`src/rtl/dart_throw_gen.sv`:
```
// dart_throw_gen: throw sequencer that drives a dart scorer for board-level demo and self-check.
//
// On start it issues pseudo-random throws as single-cycle dart_come_o strobes, one every GAP+1
// cycles. Coordinates come from a 16-bit Fibonacci LFSR that keeps running across games. It
// follows player-turn alternation from the scorer's done pulses and latches the winner and final
// points when game_set_i arrives. A game with no result after MAX_THROWS throws is aborted with
// err_o set.
//
// Ports
//   clk, reset                 rising-edge clock, asynchronous active-high reset
//   start_i                    level, begins a game when idle or finished
//   dart_come_o                one-cycle throw strobe to the scorer
//   dart_position_x_o/_y_o     throw coordinates, held between throws
//   game_set_i                 scorer reports game over
//   player_1/2_done_i          one-cycle end-of-turn pulses from the scorer
//   player_1/2_win_i           winner flags, valid while game_set_i is high
//   player_1/2_pt_i            remaining points from the scorer
//   busy_o, finished_o         game in progress / result latched
//   winner_o                   {p2_win, p1_win} captured at game end
//   p1_final_pt_o/p2_final_pt_o points captured at game end
//   throw_cnt_o, turn_cnt_o    throws issued / done pulses seen this game
//   err_o                      sticky protocol or consistency error for this game
module dart_throw_gen #(
  parameter int unsigned GAP        = 4,
  parameter int unsigned MAX_THROWS = 200,
  parameter logic [15:0] LFSR_SEED  = 16'hACE1
) (
  input  logic       clk,
  input  logic       reset,
  input  logic       start_i,
  output logic       dart_come_o,
  output logic [7:0] dart_position_x_o,
  output logic [7:0] dart_position_y_o,
  input  logic       game_set_i,
  input  logic       player_1_done_i,
  input  logic       player_2_done_i,
  input  logic       player_1_win_i,
  input  logic       player_2_win_i,
  input  logic [8:0] player_1_pt_i,
  input  logic [8:0] player_2_pt_i,
  output logic       busy_o,
  output logic       finished_o,
  output logic [1:0] winner_o,
  output logic [8:0] p1_final_pt_o,
  output logic [8:0] p2_final_pt_o,
  output logic [7:0] throw_cnt_o,
  output logic [7:0] turn_cnt_o,
  output logic       err_o
);

  localparam logic [7:0] GapLoad   = 8'(GAP);
  localparam logic [7:0] MaxThrows = 8'(MAX_THROWS);

  typedef enum logic [1:0] {StIdle, StThrow, StGap, StDone} state_e;

  state_e      state_q, state_d;

  logic [15:0] lfsr_q, lfsr_d;
  logic [7:0]  gap_cnt_q, gap_cnt_d;
  logic [7:0]  throw_cnt_q, throw_cnt_d;
  logic [7:0]  turn_cnt_q, turn_cnt_d;
  logic        exp_p2_q, exp_p2_d;     // 0: player 1 owes the next done pulse
  logic        err_q, err_d;
  logic        dart_come_q, dart_come_d;
  logic        busy_q, busy_d;
  logic        finished_q, finished_d;
  logic [7:0]  x_q, x_d;
  logic [7:0]  y_q, y_d;
  logic [1:0]  winner_q, winner_d;
  logic [8:0]  p1_pt_q, p1_pt_d;
  logic [8:0]  p2_pt_q, p2_pt_d;

  logic        in_play;
  logic        gap_expire;
  logic        throws_spent;
  logic        new_game;
  logic        enter_throw;
  logic        capture;
  logic        abort;
  logic        lfsr_fb;

  assign in_play      = (state_q == StThrow) || (state_q == StGap);
  // Counter is loaded with GAP and the last GAP cycle is the one holding 1, so exactly GAP
  // cycles are spent in StGap.
  assign gap_expire   = (state_q == StGap) && (gap_cnt_q == 8'd1);
  assign throws_spent = (throw_cnt_q == MaxThrows);
  assign lfsr_fb      = lfsr_q[15] ^ lfsr_q[13] ^ lfsr_q[12] ^ lfsr_q[10];

  // ---------------------------------------------------------------------------------------------
  // State register
  // ---------------------------------------------------------------------------------------------
  always_ff @(posedge clk or posedge reset) begin
    if (reset) begin
      state_q <= StIdle;
    end else begin
      state_q <= state_d;
    end
  end

  // ---------------------------------------------------------------------------------------------
  // Next-state logic; game_set_i always wins over a pending throw
  // ---------------------------------------------------------------------------------------------
  always_comb begin
    state_d = state_q;
    case (state_q)
      StIdle: begin
        if (start_i) state_d = StThrow;
      end
      StThrow: begin
        state_d = game_set_i ? StDone : StGap;
      end
      StGap: begin
        if (game_set_i) begin
          state_d = StDone;
        end else if (gap_expire) begin
          state_d = throws_spent ? StDone : StThrow;
        end
      end
      StDone: begin
        if (start_i) state_d = StThrow;
      end
      default: state_d = StIdle;
    endcase
  end

  // ---------------------------------------------------------------------------------------------
  // Output and datapath next-state logic
  // ---------------------------------------------------------------------------------------------
  assign new_game    = ((state_q == StIdle) || (state_q == StDone)) && start_i;
  assign enter_throw = (state_d == StThrow);
  assign capture     = in_play && game_set_i;
  assign abort       = (state_q == StGap) && !game_set_i && gap_expire && throws_spent;

  always_comb begin
    lfsr_d      = lfsr_q;
    gap_cnt_d   = gap_cnt_q;
    throw_cnt_d = throw_cnt_q;
    turn_cnt_d  = turn_cnt_q;
    exp_p2_d    = exp_p2_q;
    err_d       = err_q;
    x_d         = x_q;
    y_d         = y_q;
    winner_d    = winner_q;
    p1_pt_d     = p1_pt_q;
    p2_pt_d     = p2_pt_q;

    dart_come_d = enter_throw;
    busy_d      = (state_d == StThrow) || (state_d == StGap);
    finished_d  = (state_d == StDone);

    if (new_game) begin
      throw_cnt_d = 8'd0;
      turn_cnt_d  = 8'd0;
      exp_p2_d    = 1'b0;
      err_d       = 1'b0;
      winner_d    = 2'b00;
      p1_pt_d     = 9'd0;
      p2_pt_d     = 9'd0;
    end

    if (state_q == StThrow) begin
      gap_cnt_d = GapLoad;
    end else if (state_q == StGap) begin
      gap_cnt_d = gap_cnt_q - 8'd1;
    end

    // Coordinates are taken from the current LFSR value, which then steps on the same edge.
    if (enter_throw) begin
      x_d         = lfsr_q[7:0];
      y_d         = lfsr_q[15:8];
      lfsr_d      = {lfsr_q[14:0], lfsr_fb};
      throw_cnt_d = (new_game ? 8'd0 : throw_cnt_q) + 8'd1;
    end

    // Turn tracking; a double pulse counts as one turn and is always an error.
    if (in_play && (player_1_done_i || player_2_done_i)) begin
      turn_cnt_d = (turn_cnt_q == 8'hFF) ? turn_cnt_q : turn_cnt_q + 8'd1;
      exp_p2_d   = ~exp_p2_q;
      if (player_1_done_i && player_2_done_i) begin
        err_d = 1'b1;
      end else if (player_1_done_i && exp_p2_q) begin
        err_d = 1'b1;
      end else if (player_2_done_i && !exp_p2_q) begin
        err_d = 1'b1;
      end
    end

    if (capture) begin
      winner_d = {player_2_win_i, player_1_win_i};
      p1_pt_d  = player_1_pt_i;
      p2_pt_d  = player_2_pt_i;
      // Exactly one winner is the only consistent result.
      if (player_1_win_i == player_2_win_i) err_d = 1'b1;
    end

    if (abort) begin
      err_d    = 1'b1;
      winner_d = 2'b00;
    end
  end

  // ---------------------------------------------------------------------------------------------
  // Datapath and output registers
  // ---------------------------------------------------------------------------------------------
  always_ff @(posedge clk or posedge reset) begin
    if (reset) begin
      lfsr_q      <= LFSR_SEED;
      gap_cnt_q   <= 8'd0;
      throw_cnt_q <= 8'd0;
      turn_cnt_q  <= 8'd0;
      exp_p2_q    <= 1'b0;
      err_q       <= 1'b0;
      dart_come_q <= 1'b0;
      busy_q      <= 1'b0;
      finished_q  <= 1'b0;
      x_q         <= 8'h00;
      y_q         <= 8'h00;
      winner_q    <= 2'b00;
      p1_pt_q     <= 9'd0;
      p2_pt_q     <= 9'd0;
    end else begin
      lfsr_q      <= lfsr_d;
      gap_cnt_q   <= gap_cnt_d;
      throw_cnt_q <= throw_cnt_d;
      turn_cnt_q  <= turn_cnt_d;
      exp_p2_q    <= exp_p2_d;
      err_q       <= err_d;
      dart_come_q <= dart_come_d;
      busy_q      <= busy_d;
      finished_q  <= finished_d;
      x_q         <= x_d;
      y_q         <= y_d;
      winner_q    <= winner_d;
      p1_pt_q     <= p1_pt_d;
      p2_pt_q     <= p2_pt_d;
    end
  end

  assign dart_come_o       = dart_come_q;
  assign dart_position_x_o = x_q;
  assign dart_position_y_o = y_q;
  assign busy_o            = busy_q;
  assign finished_o        = finished_q;
  assign winner_o          = winner_q;
  assign p1_final_pt_o     = p1_pt_q;
  assign p2_final_pt_o     = p2_pt_q;
  assign throw_cnt_o       = throw_cnt_q;
  assign turn_cnt_o        = turn_cnt_q;
  assign err_o             = err_q;

endmodule

```
`config.mk`:
```
export PLATFORM = sky130hd
export DESIGN_NAME = dart_throw_gen
export DESIGN_NICKNAME = d
export VERILOG_FILES = /design/src/rtl/dart_throw_gen.sv
export SDC_FILE = /design/constraint.sdc
export NUM_CORES = 1
export LEC_CHECK = 0
export ABC_AREA = 1
export BUFFER_PORTS_ARGS = -buffer_cell sky130_fd_sc_hd__buf_2
export CAP_MARGIN = 10
export CORE_MARGIN = 10
export CORE_UTILIZATION = 48
export CTS_CLUSTER_DIAMETER = 50
export DETAILED_ROUTE_END_ITERATION = 8
export PLACE_DENSITY = 0.69
export SLEW_MARGIN = 20
export SYNTH_ARGS = -nofsm -noshare
export SYNTH_HDL_FRONTEND = slang
export SYNTH_SLANG_ARGS = --single-unit
```
`constraint.sdc`:
```
create_clock -name clk -period 3.9 [get_ports clk]
set_clock_uncertainty 0.15 [all_clocks]
set_input_delay 1.17 -clock clk [delete_from_list [all_inputs] [get_ports clk]]
set_output_delay 1.17 -clock clk [all_outputs]
set_load 0.1 [all_outputs]
```
* Word-level counts from Yosys, hierarchy flattened
Cells that the tools add are included.
** Cells by class
- Equal/unequal tests :: 11
- Bitwise logic cells :: 4
- Muxes and demuxes :: 29
- Reduce and logical (&&, ||, !) cells :: 23
- Add/sub/neg operators :: 3
** Operators by type and width (number)
- $mux 8 :: 7
- $mux 9 :: 3
- $add 8x1->8 const B :: 2
- $eq 8x8->1 const B :: 2
- $mux 2 :: 7
- $mux 1 :: 11
- $logic_and 1x1->1 :: 10
- $eq 2x2->1 const B :: 4
- $eq 8x1->1 const B :: 1
- $sub 8x1->8 const B :: 1
- $pmux 2 s3 :: 1
- $reduce_bool 2->1 :: 3
- $eq 2x1->1 const B :: 2
- $logic_or 1x1->1 :: 4
- $reduce_bool 3->1 :: 1
- $xor 1x1->1 :: 3
- $logic_not 1->1 :: 2
- $logic_not 2->1 :: 1
- $ne 2x2->1 const B :: 1
- $reduce_and 2->1 :: 1
- $reduce_or 2->1 :: 1
- $eq 1x1->1 :: 1
- $not 1->1 :: 1
** Storage, ports and cells
- Bits in registers :: 83
- Word-level logic and storage cells :: 85

* Depth between registers and ports, before layout
Gate-level depths: netlist of the first run.
- Depth in word-level cells :: 11
- Mapped depth :: 18
- Depth with buffers taken out :: 17

* Worst setup path before layout of the first run
Ideal clock, no wire load.
- Kind :: in2reg
- Start point :: in start_i
- End point :: reg throw_cnt_q[7], in the netlist throw_cnt_o[7]
- Path slack :: 1.127 ns
- Stages :: 13
- Data arrival time :: 2.510 ns
- Buffers on the path :: 1
- Data required time :: 3.636 ns
- Cell sequence :: nand2_8 > o21ai_0 > o21ai_0 > o21ai_0 > ha_1 > buf_4 > nand3_2 > nor2_4 > nand2_2 > nor2_1 > nand3_1 > nand2_1 > inv_1
** Between the ends
- Longest elaborated chain between the ends :: 4
- Elaborated cells between the ends (all ways) :: 7
** Ends and longest elaborated chain
- start, declared :: line 30 : input logic start_i,
- $mux 2 :: line 107, 120
- $pmux 2 s3 :: line 105 : case (state_q)
- net state_d[0] :: line 56 : state_e state_q, state_d;
- $eq 2x1->1 :: line 130 : assign enter_throw = (state_d == StThrow);
- $mux 8 :: line 168 : if (enter_throw) begin
- net throw_cnt_d[7] :: line 60 : logic [7:0] throw_cnt_q, throw_cnt_d;
- end signal, assigned :: line 224 : throw_cnt_q <= throw_cnt_d;
- end, declared :: line 60
The timed path passes the listed nets, and every way through them passes these cells.
A chain may end at the register's enable or synchronous reset.

* Worst setup path after layout of the first run
- Start point :: reg state_q[1]
- End point :: reg throw_cnt_q[6], in the netlist throw_cnt_o[6]
** Between the ends
- Longest elaborated chain between the ends :: 7
- Elaborated cells between the ends (all ways) :: 16
** Ends and longest elaborated chain
- start, declared :: line 56
- start signal, assigned :: line 94 : state_q <= StIdle;
- start signal, assigned :: line 96 : state_q <= state_d;
- $eq 2x2->1 :: line 85, 105
- $logic_and 1x1->1 :: line 85 : assign gap_expire = (state_q == StGap) && (gap_cnt_q == 8'd1);
- $mux 2 :: line 115 : end else if (gap_expire) begin
- $mux 2 :: line 113 : if (game_set_i) begin
- $pmux 2 s3 (*) :: line 105
- net state_d[0] :: line 56
- $eq 2x1->1 (*) :: line 130
- $mux 8 (*) :: line 168
- net throw_cnt_d[6] :: line 60
The timed path passes the listed nets; every way through them passes the cells marked *.

==> results by group, run 1 <==
STA
  – Max-slew violations: 0
  – Fin crit share: about three quarters
  – Tmin final: between 2 and 3 ns
  – Count of final setup violators: 0
  – Fin Setup TNS: 0 ns
  – RSZ-0062 raised after global routing: false
  – Max Freq: 347 MHz
  – Final Hold Fails: 0
  – Slew @ Worst Pin: between 0.7 and 0.8 ns
  – Slew margin rel.: approximately 47%

CTS
  – Post-cts sizing count: 0
  – Root Buffer: clkbuf_8
  – CTS Hold Bufs: 0
  – Worst skew pair latency: roughly 0.35 ns
  – Postcts setup bufs: 0
  – CTS clk-pin slew, worst paths: about 0.080 ns
  – Cts bufs inserted: 9
  – CTS tree: done
  – H-tree Lvls: 3
  – Clock buffer depth: 2
  – CTS Sinks: 75

Place
  – Routability cong.: approximately 0.86
  – Buffers on Ports: between 80 and 90
  – Post-DP HPWL: approximately 5800 um

Die
  – FP Rows: 30
  – Die area: between 0.01 and 0.015 sq mm
  – Die Ht: 105 um
  – I/O pins: just over 80
  – CORE AREA: between 0.006 and 0.007 sq mm
  – Initial Util: about half
  – Die Wd: 105 um

Run status
  – Status: complete, no violations

Worst hold path
  – Hold Path Class: flip-flop to flip-flop
  – Hold Path Cell Cnt: 2

Synth
  – Syn nets: just over 400
  – Async set-reset flop share out of synthesis: 100%
  – Register area share after synthesis: 54.4%
  – Count of mapped cells out of synthesis: around 370
  – Synth Flop Type: dfrtp_1
  – Syn avg cell area: ~9.3 sq um
  – Synth Register Bits: 75
  – Post-synth EDFFs: 0
  – Cell area after synthesis: 0.00347 sq mm
  – Ys Warns: 0
  – Post-synthesis cell type count: 36

Drt
  – # DRC: 0
  – Via count: 2700
  – Initial drt markers: about 160
  – Overall routed net length: a little under 8000 um
  – Mean routed wirelength per cell: approximately 14 um
  – TritonRoute pass-1 iters: 5
  – Vias per cell: roughly 4.9
  – Antenna-violating nets left: 0

Cells and area
  – Share of layout cells above drive strength 1: 29.2%
  – Antenna diodes: 0
  – Synthesis-to-finish area growth: 18.1%
  – Nets: approximately 500

GRT
  – Vias in the first global route: between 2000 and 3000
  – GRT overflow: 0
  – Antenna violations before repair: 0
  – Largest net degree at the start of global routing: 32
  – Met1 Usage GRT: ~17%
  – GR Util All Layers: 14.3%
  – GRT busiest layer: met2
  – First-pass GRT wire length: between 10000 and 15000 um
  – GRT met3 Usage: around 4.3%
  – GRT met2 Usage: around 23%

Worst setup path
  – Crit-path max FO: 27
  – Crit path capture type: flip-flop
  – CP required: approximately 4 ns
  – CP peak stage delay: roughly 0.57 ns
  – R2R depth: 12
  – CP arrival: about 3 ns
  – Worst-path cell chain: ha_1 > nand2_8 > o21ai_0 > o21ai_0 > o21ai_0 > ha_1 > inv_2 > nor3_4 > nand3_1 > nand2_1 > nand2_1 > inv_1
  – Slowest-stage cell, CP: ha_1
  – CP dominant cell by count: o21ai_0
  – Startpoint types: flip-flop
  – Crit path kind: flip-flop to flip-flop

Flow run
  – Max cap viols: 0
==> metrics by stage <==
stage / hold slack (ns) / worst slack [ns] / cell area, sq um / std cells / util [%]
4_1_cts: 0.318 / 0.997 / 4100 / 552 / 59.3
3_5_place_dp: 0.306 / 0.661 / 3910 / 536 / 56.6
2_1_floorplan: 0.294 / 0.683 / 3470 / 372 / -
6_report: 0.317 / 1.02 / 4100 / 552 / 59.3
5_1_grt: 0.343 / 0.755 / 4100 / 552 / 59.3
3_3_place_gp: 0.303 / 0.830 / 3910 / 536 / 56.6
==> cells in the mapped netlist, types with 3 or more instances <==
| library cell | number | area, sq um |
|---|---|---|
| a21oi_1 | 6 | 30.0 |
| nand4_1 | 6 | 37.5 |
| dfrtp_1 | 67 | 1680 |
| nand2_2 | 3 | 18.8 |
| o21ai_0 | 10 | 50.1 |
| nand3_1 | 20 | 100 |
| nand2_1 | 110 | 413 |
| xnor2_1 | 5 | 43.8 |
| dfstp_2 | 8 | 210 |
| inv_2 | 4 | 15.0 |
| ha_1 | 9 | 113 |
| a22o_1 | 18 | 158 |
| buf_2 | 3 | 15.0 |
| inv_1 | 29 | 109 |
| buf_4 | 11 | 82.6 |
| nor2_1 | 27 | 101 |
| nor2_2 | 5 | 31.3 |
| or2_2 | 3 | 18.8 |
| xor2_1 | 5 | 43.8 |
| o21ai_1 | 4 | 20.0 |
==> cell families (layout without fill, tap and decap cells) <==
| family | Yosys count | count (layout) | synth area share (%) |
|---|---|---|---|
| compound gates | 42 | 42 | 8.51 |
| xor+xnor | 10 | 10 | 2.52 |
| fa+ha+maj | 9 | 9 | 3.25 |
| buf+inv | 51 | 135 | 7.10 |
| flops | 75 | 75 | 54.4 |
| simple gates | 185 | 185 | 24.2 |
==> layer usage <==
metal | vias up | wire length, um
met5 | - | 0
li1 | 1345 | -
met1 | 1279 | 3400
met3 | 11 | 470
met2 | 65 | 3760
met4 | 0 | 150
==> worst paths after layout <==
path	start	end	slack [ns]
setup / recovery	state_q[1]$_DFF_PP0_	throw_cnt_o[6]$_DFF_PP0_	1.02
hold / removal	dart_position_x_o[5]$_DFFE_PP0N_	dart_position_x_o[5]$_DFFE_PP0N_	0.32
setup reg to reg	state_q[1]$_DFF_PP0_	throw_cnt_o[6]$_DFF_PP0_	1.02
hold reg to reg	dart_position_x_o[5]$_DFFE_PP0N_	dart_position_x_o[5]$_DFFE_PP0N_	0.32
max in group asynchronous	reset	lfsr_q[15]$_DFFE_PP1N_	2.02
min in group asynchronous	reset	lfsr_q[3]$_DFFE_PP0N_	0.77
==> sequential cells by signal (all words and copies together) (netlist names) <==
signal,flops
p1_final_pt_o,9
lfsr_q,16
busy_o,1
gap_cnt_q,8
err_o,1
state_q,2
p2_final_pt_o,9
dart_position_y_o,5
dart_position_x_o,3
dart_come_o,1
finished_o,1
winner_o,2
exp_p2_q,1
turn_cnt_o,8
throw_cnt_o,8
==> final cells by class <==
type                            count  area (sq um)
Timing Repair Buffer               85           435
Multi-Input combinational cell    246          1340
Fill cell                         625          2810
Clock inverter                      4          51.3
Clock buffer                       12           135
Inverter                           34           130
Tap cell                           96           120
Sequential cell                    75          1890
==> critical path: cells and delay by family (launching register included) <==
kind | cells | cell delay (ns)
DFF | 1 | 0.41
adders and majority gates | 2 | 0.87
buffers and inverters | 2 | 0.26
AOI/OAI and AO/OA | 3 | 0.41
and+or+nand+nor | 5 | 0.68
==> placed cells by master (no fill, tap or decap), drive strengths merged, types with 8 or more instances in the layout <==
master	instances
nand2	116
buf	85
dfrtp	67
inv	34
nor2	34
nand3	21
a22o	18
o21ai	15
clkbuf	12
ha	9
dfstp	8
Power of run 1 is not shown: default switching activity piles up to over one toggle a cycle in this logic, so the estimate is an artifact.
==> run 2: changes to the inputs <==
clock period = 2.75 ns   (was 3.9 ns; I/O delays follow)
==> run 2 against run 1 <==
Count of clock-buffer cells in the layout stayed put. Critical path depth is 2 higher. Worst hold slack better by 0.0036 ns. Sequential share of layout area down 0.33 points. Register-to-register slack lost 0.67 ns. Global-route usage decreased by 0.18 points. First-iteration DRC count fell by 38%. Final area is 0.73% higher. Final cell count is 0.18% higher. Core utilization increased by 0.43 points. Critical endpoint is now throw_cnt_o[7]$_DFF_PP0_.
==> results by group, run 2 (synthesis gave the netlist of run 1 again) <==
Die
  – Die Ht: 105 um (unchanged)
  – Die Wd: 105 um (unchanged)
  – I/O pins: 82 (unchanged)
  – Die area: 0.0110 sq mm (unchanged)
  – FP Rows: 30 (unchanged)
  – Initial Util: 50.2% (unchanged)
  – CORE AREA: 0.00691 sq mm (unchanged)

STA
  – RSZ-0062 raised after global routing: false
  – Fin crit share: 87.1% (+13 points)
  – Max-slew violations: 0 (unchanged)
  – Count of final setup violators: 0 (unchanged)
  – Tmin final: 2.39 ns (-0.483 ns)
  – Slew @ Worst Pin: 0.523 ns (-0.275 ns)
  – Final Hold Fails: 0 (unchanged)
  – Fin Setup TNS: 0 ns (unchanged)
  – Slew margin rel.: 65.1% (+18 points)
  – Fin Hold WS: 0.321 ns (+0.00356 ns)
  – Max Freq: 418 MHz (+20%)

Drt
  – Overall routed net length: 7630 um (-2.0%)
  – Mean routed wirelength per cell: 13.8 um (-2.2%)
  – Via count: 2697 (-0.11%)
  – # DRC: 0 (unchanged)
  – Initial drt markers: 98 (-38%)
  – TritonRoute pass-1 iters: 5 (unchanged)
  – Antenna-violating nets left: 0 (unchanged)
  – Vias per cell: 4.88 (-0.29%)

GRT
  – GRT overflow: 0 (unchanged)
  – Largest net degree at the start of global routing: 53 (+66%)
  – GR Util All Layers: 14.2% (-0.18 points)
  – Vias in the first global route: 2838 (+1.0%)
  – First-pass GRT wire length: 13100 um (about the same)
  – Antenna violations before repair: 0 (unchanged)

Worst setup path
  – Worst R2R End: throw_cnt_o[7]$_DFF_PP0_
  – Worst reg2reg startpoint: state_q[0]$_DFF_PP0_
  – CP arrival: 2.48 ns (-0.53 ns)
  – CP peak stage delay: 0.36 ns (-0.21 ns)
  – Worst-path cell chain: inv_1 > ha_4 > nor2_1 > o21ai_0 > o21ai_0 > o21ai_0 > ha_2 > nand3_2 > nor2_4 > nand2_2 > nor2_1 > nand3_1 > nand2_1 > inv_1
  – Slowest-stage cell, CP: dfrtp_1
  – Crit path capture type: flip-flop
  – R2R depth: 14 (+2)
  – CP dominant cell by count: o21ai_0
  – Startpoint types: flip-flop
  – Crit-path max FO: 7 (-74%)
  – R2R Setup Slk: 0.36 ns (-0.67 ns)
  – CP required: 2.83 ns (-1.20 ns)
  – Crit path kind: flip-flop to flip-flop

CTS
  – CTS Hold Bufs: 0 (unchanged)
  – H-tree Lvls: 3 (unchanged)
  – Cts bufs inserted: 9 (unchanged)
  – Worst skew pair latency: 0.34 ns (about the same)
  – Clock buffer depth: 2 (unchanged)
  – CTS Sinks: 75 (unchanged)
  – Root Buffer: clkbuf_8
  – CTS clk-pin slew, worst paths: 0.08 ns (about the same)
  – CTS tree: done

Worst hold path
  – Hold Path Sink: lfsr_q[7]$_DFFE_PP1N_
  – Hold Startpoint: lfsr_q[7]$_DFFE_PP1N_
  – Hold Path Class: flip-flop to flip-flop
  – Hold Path Cell Cnt: 2 (unchanged)

Cells and area
  – Most common cell after layout, fill and taps aside: nand2_1
  – Nets: 487 (+0.21%)
  – Antenna diodes: 0 (unchanged)
  – Share of layout cells above drive strength 1: 30.0% (+0.81 points)
  – Synthesis-to-finish area growth: 19.0%
  – Fillcell total: 643 (+2.9%)
  – Area of the multi-input gates: 0.00135 sq mm (+0.94%)
  – Most frequent cells in the layout: nand2_1, buf_2, dfrtp_1, inv_1, nor2_1
  – Largest register FFs: 16 (unchanged)
  – Biggest register: lfsr_q
  – Sequential cell area: 0.00189 sq mm (unchanged)

Place
  – Post-DP HPWL: 5690 um (-2.3%)
  – Buffers on Ports: 81 (unchanged)
  – Routability cong.: 0.839 (-2.4%)

Flow run
  – Max cap viols: 0 (unchanged)

Run status
  – Status: complete, no violations
run 2: metal layers:
layer	wire length [um]	GRT usage [%]	vias to the layer above
li1	-	-	1343
met1	3320	16.4	1281
met2	3820	24.1	62
met3	363	3.81	11
met4	127	5.88	0
met5	0	0	-
run 2: how the worst max path moves through the flow:
stage / start / endpoint / slack, ns / cells after the start
2_1_floorplan: throw_cnt_o[5]$_DFF_PP0_ / throw_cnt_o[7]$_DFF_PP0_ / 0.12 / 17
3_3_place_gp: start_i / throw_cnt_o[7]$_DFF_PP0_ / 0.21 / 13
3_5_place_dp: state_q[1]$_DFF_PP0_ / throw_cnt_o[7]$_DFF_PP0_ / 0.15 / 13
4_1_cts: state_q[0]$_DFF_PP0_ / throw_cnt_o[7]$_DFF_PP0_ / 0.13 / 14
5_1_grt: state_q[0]$_DFF_PP0_ / throw_cnt_o[7]$_DFF_PP0_ / 0.02 / 14
6_report: state_q[0]$_DFF_PP0_ / throw_cnt_o[7]$_DFF_PP0_ / 0.36 / 14
run 2: critical path, delay by kind of cell, from the launching register on:
| kind | cells | cell delay, ns |
|---|---|---|
| adder cells (fa/ha/maj) | 2 | 0.65 |
| AND/OR/NAND/NOR | 7 | 0.58 |
| AO/OA/AOI/OAI | 3 | 0.42 |
| flip-flops | 1 | 0.36 |
| buffers and inverters | 2 | 0.13 |
run 2: what timing repair did:
item / 4_1_cts / 5_1_grt
buffers inserted: 0 / 0
setup endpoints to repair: 0 / 28
gates resized for setup: 0 / 3
run 2: cell type report:
type | count | area share [%]
flip-flops and latches | 75 | 45.7
clock buffers | 12 | 3.76
well taps | 96 | 2.91
inverters | 34 | 3.24
repair buffers | 86 | 11.0
multi-input cells | 246 | 32.7
clock inverters | 4 | 0.606
run 2: stage by stage:
| stage | setup WS, ns | area, sq um | utilization (%) | std cells |
|---|---|---|---|---|
| floorplan | 0.116 | 3470 | - | 372 |
| global placement | 0.212 | 3930 | 56.9 | 537 |
| detailed placement | 0.150 | 3930 | 56.9 | 537 |
| CTS | 0.134 | 4110 | 59.5 | 553 |
| global route | 0.0224 | 4130 | 59.8 | 553 |
| finish | 0.356 | 4130 | 59.8 | 553 |
Power of run 2 is left out for the same reason.
==> run 3: changes to the inputs <==
CELL_PAD_IN_SITES_DETAIL_PLACEMENT = 0   (was unset)
CELL_PAD_IN_SITES_GLOBAL_PLACEMENT = 1   (was unset)
CORE_ASPECT_RATIO = 1.25   (was unset)
CORE_UTILIZATION = 40   (was 48)
PLACE_DENSITY = 0.75   (was 0.69)
SLEW_MARGIN = unset   (was 20)
==> run 3 against run 2 <==
Register-to-register slack worse by 0.12 ns. Flip-flop and latch count unchanged. Via count down 2.2%. Worst hold slack worse by 0.0040 ns. Count of clock-buffer cells in the layout down 3. Core utilization down 9.7 points. Routed wire length up 3.0%. Maximum frequency down 4.9%. Final area up 1.0%. Critical endpoint is now throw_cnt_o[6]$_DFF_PP0_.
==> results by group, run 3 (synthesis gave the netlist of run 1 again) <==
Cells and area
  – Largest register FFs: 16 (unchanged)
  – Share of layout cells above drive strength 1: 30.3% (+0.37 points)
  – Nets: 488 (+0.21%)
  – Most frequent cells in the layout: nand2_1, buf_2, dfrtp_1, inv_1, nor2_1
  – Antenna diodes: 0 (unchanged)
  – Most common cell after layout, fill and taps aside: nand2_1
  – Synthesis-to-finish area growth: 20.2%
  – Final Util: 50.0% (-9.7 points)
  – Biggest register: lfsr_q

Die
  – CORE AREA: 0.00833 sq mm (+21%)
  – Die Ht: 124 um (+18%)
  – I/O pins: 82 (unchanged)
  – Initial Util: 41.6% (-8.6 points)
  – Die area: 0.0128 sq mm (+16%)
  – FP Rows: 37 (+23%)
  – Die Wd: 103 um (-1.6%)

STA
  – Final Hold Fails: 0 (unchanged)
  – Fin Setup TNS: 0 ns (unchanged)
  – Fin crit share: 91.6% (+4.5 points)
  – Slew margin rel.: 65.8% (+0.74 points)
  – Slew @ Worst Pin: 0.517 ns (-0.00651 ns)
  – Tmin final: 2.52 ns (+0.124 ns)
  – Max Freq: 397 MHz (-4.9%)
  – Fin Hold WS: 0.317 ns (-0.00399 ns)
  – Max-slew violations: 0 (unchanged)
  – Count of final setup violators: 0 (unchanged)
  – Final setup margin: 0.231 ns (-0.124 ns)

CTS
  – Clock buffer depth: 2 (unchanged)
  – H-tree Lvls: 3 (unchanged)
  – CTS Sinks: 75 (unchanged)
  – Cts bufs inserted: 9 (unchanged)
  – Postcts setup bufs: 0 (unchanged)
  – CTS clk-pin slew, worst paths: 0.08 ns (about the same)
  – CTS tree: done
  – Root Buffer: clkbuf_8
  – Worst skew pair latency: 0.35 ns (about the same)

Run status
  – Status: complete, no violations

Worst setup path
  – CP required: 2.84 ns (about the same)
  – Crit path capture type: flip-flop
  – Startpoint types: flip-flop
  – Crit path kind: flip-flop to flip-flop
  – CP arrival: 2.61 ns (+0.13 ns)
  – Crit-path max FO: 10 (+3)

GRT
  – Vias in the first global route: 2729 (-3.8%)
  – Largest net degree at the start of global routing: 76 (+43%)
  – First-pass GRT wire length: 13400 um (+2.3%)
  – GR Util All Layers: 13.0% (-1.2 points)
  – Antenna violations before repair: 0 (unchanged)
  – GRT overflow: 0 (unchanged)

Drt
  – Overall routed net length: 7860 um (+3.0%)
  – TritonRoute pass-1 iters: 4 (-1)
  – Mean routed wirelength per cell: 14.2 um (+2.6%)
  – Antenna-violating nets left: 0 (unchanged)
  – # DRC: 0 (unchanged)
  – Vias per cell: 4.75 (-2.5%)
  – Initial drt markers: 82 (-16%)
  – Via count: 2638 (-2.2%)

Worst hold path
  – Hold Path Class: flip-flop to flip-flop

Place
  – Buffers on Ports: 81 (unchanged)
  – Post-DP HPWL: 5780 um (+1.7%)
  – Routability cong.: 0.794 (-5.3%)
  – Post-place setup slack: 0.123 ns (-0.0266 ns)

Flow run
  – Max cap viols: 0 (unchanged)
[run 3: cell types whose count changed in the layout (fill, tap and decap cells not counted), sizes merged]
cell	change
inv	+2
buf	+1
clkinvlp	-1
clkbuf	-3
bufinv	+2
[run 3: path summary, 6_finish.rpt]
path	slack [ns]	cells past startpoint	startpoint	end
max	0.23	11	state_q[1]$_DFF_PP0_	throw_cnt_o[6]$_DFF_PP0_
min	0.32	2	lfsr_q[7]$_DFFE_PP1N_	lfsr_q[7]$_DFFE_PP1N_
max reg2reg	0.23	11	state_q[1]$_DFF_PP0_	throw_cnt_o[6]$_DFF_PP0_
min reg2reg	0.32	2	lfsr_q[7]$_DFFE_PP1N_	lfsr_q[7]$_DFFE_PP1N_
max in group asynchronous	1.68	3	reset	lfsr_q[15]$_DFFE_PP1N_
min in group asynchronous	0.42	3	reset	p1_final_pt_o[6]$_DFFE_PP0P_
[run 3: area by class of cell]
cell class,count,area (sq um)
clock buffers,9,124
inverters,34,134
multi-input cells,246,1340
repair buffers,87,463
well taps,97,121
clock inverters,7,98.8
fillers,798,4160
flip-flops and latches,75,1890
[run 3: routing by layer]
| layer | global-route usage [%] | vias up | part of all wire [%] |
|---|---|---|---|
| li1 | - | 1346 | - |
| met1 | 16.9 | 1221 | 45 |
| met2 | 20.1 | 57 | 49 |
| met3 | 3.16 | 14 | 4.6 |
| met4 | 5.40 | 0 | 1.9 |
| met5 | 0 | - | 0 |
[run 3: per-stage QoR]
step                instances  instance area [sq um]
floorplan                 372                   3470
global placement          539                   3940
detailed placement        539                   3940
CTS                       555                   4160
global route              555                   4170
finish                    555                   4170
[run 3: repair_timing]
action,CTS,global route
hold endpoints to repair,0,0
hold buffers,0,0
gates resized for setup,0,2
setup endpoints to repair,0,5
[run 3: worst max-delay path, cell delays in order, from the launching register on]
cell	delay, ns
dfrtp_1	0.40
ha_2	0.48
nand2_8	0.12
o21ai_0	0.08
o21ai_0	0.10
o21ai_0	0.20
ha_2	0.31
inv_2	0.07
nor3_4	0.26
nand4_1	0.12
nand2_1	0.09
inv_1	0.04
Power of run 3 is left out for the same reason.
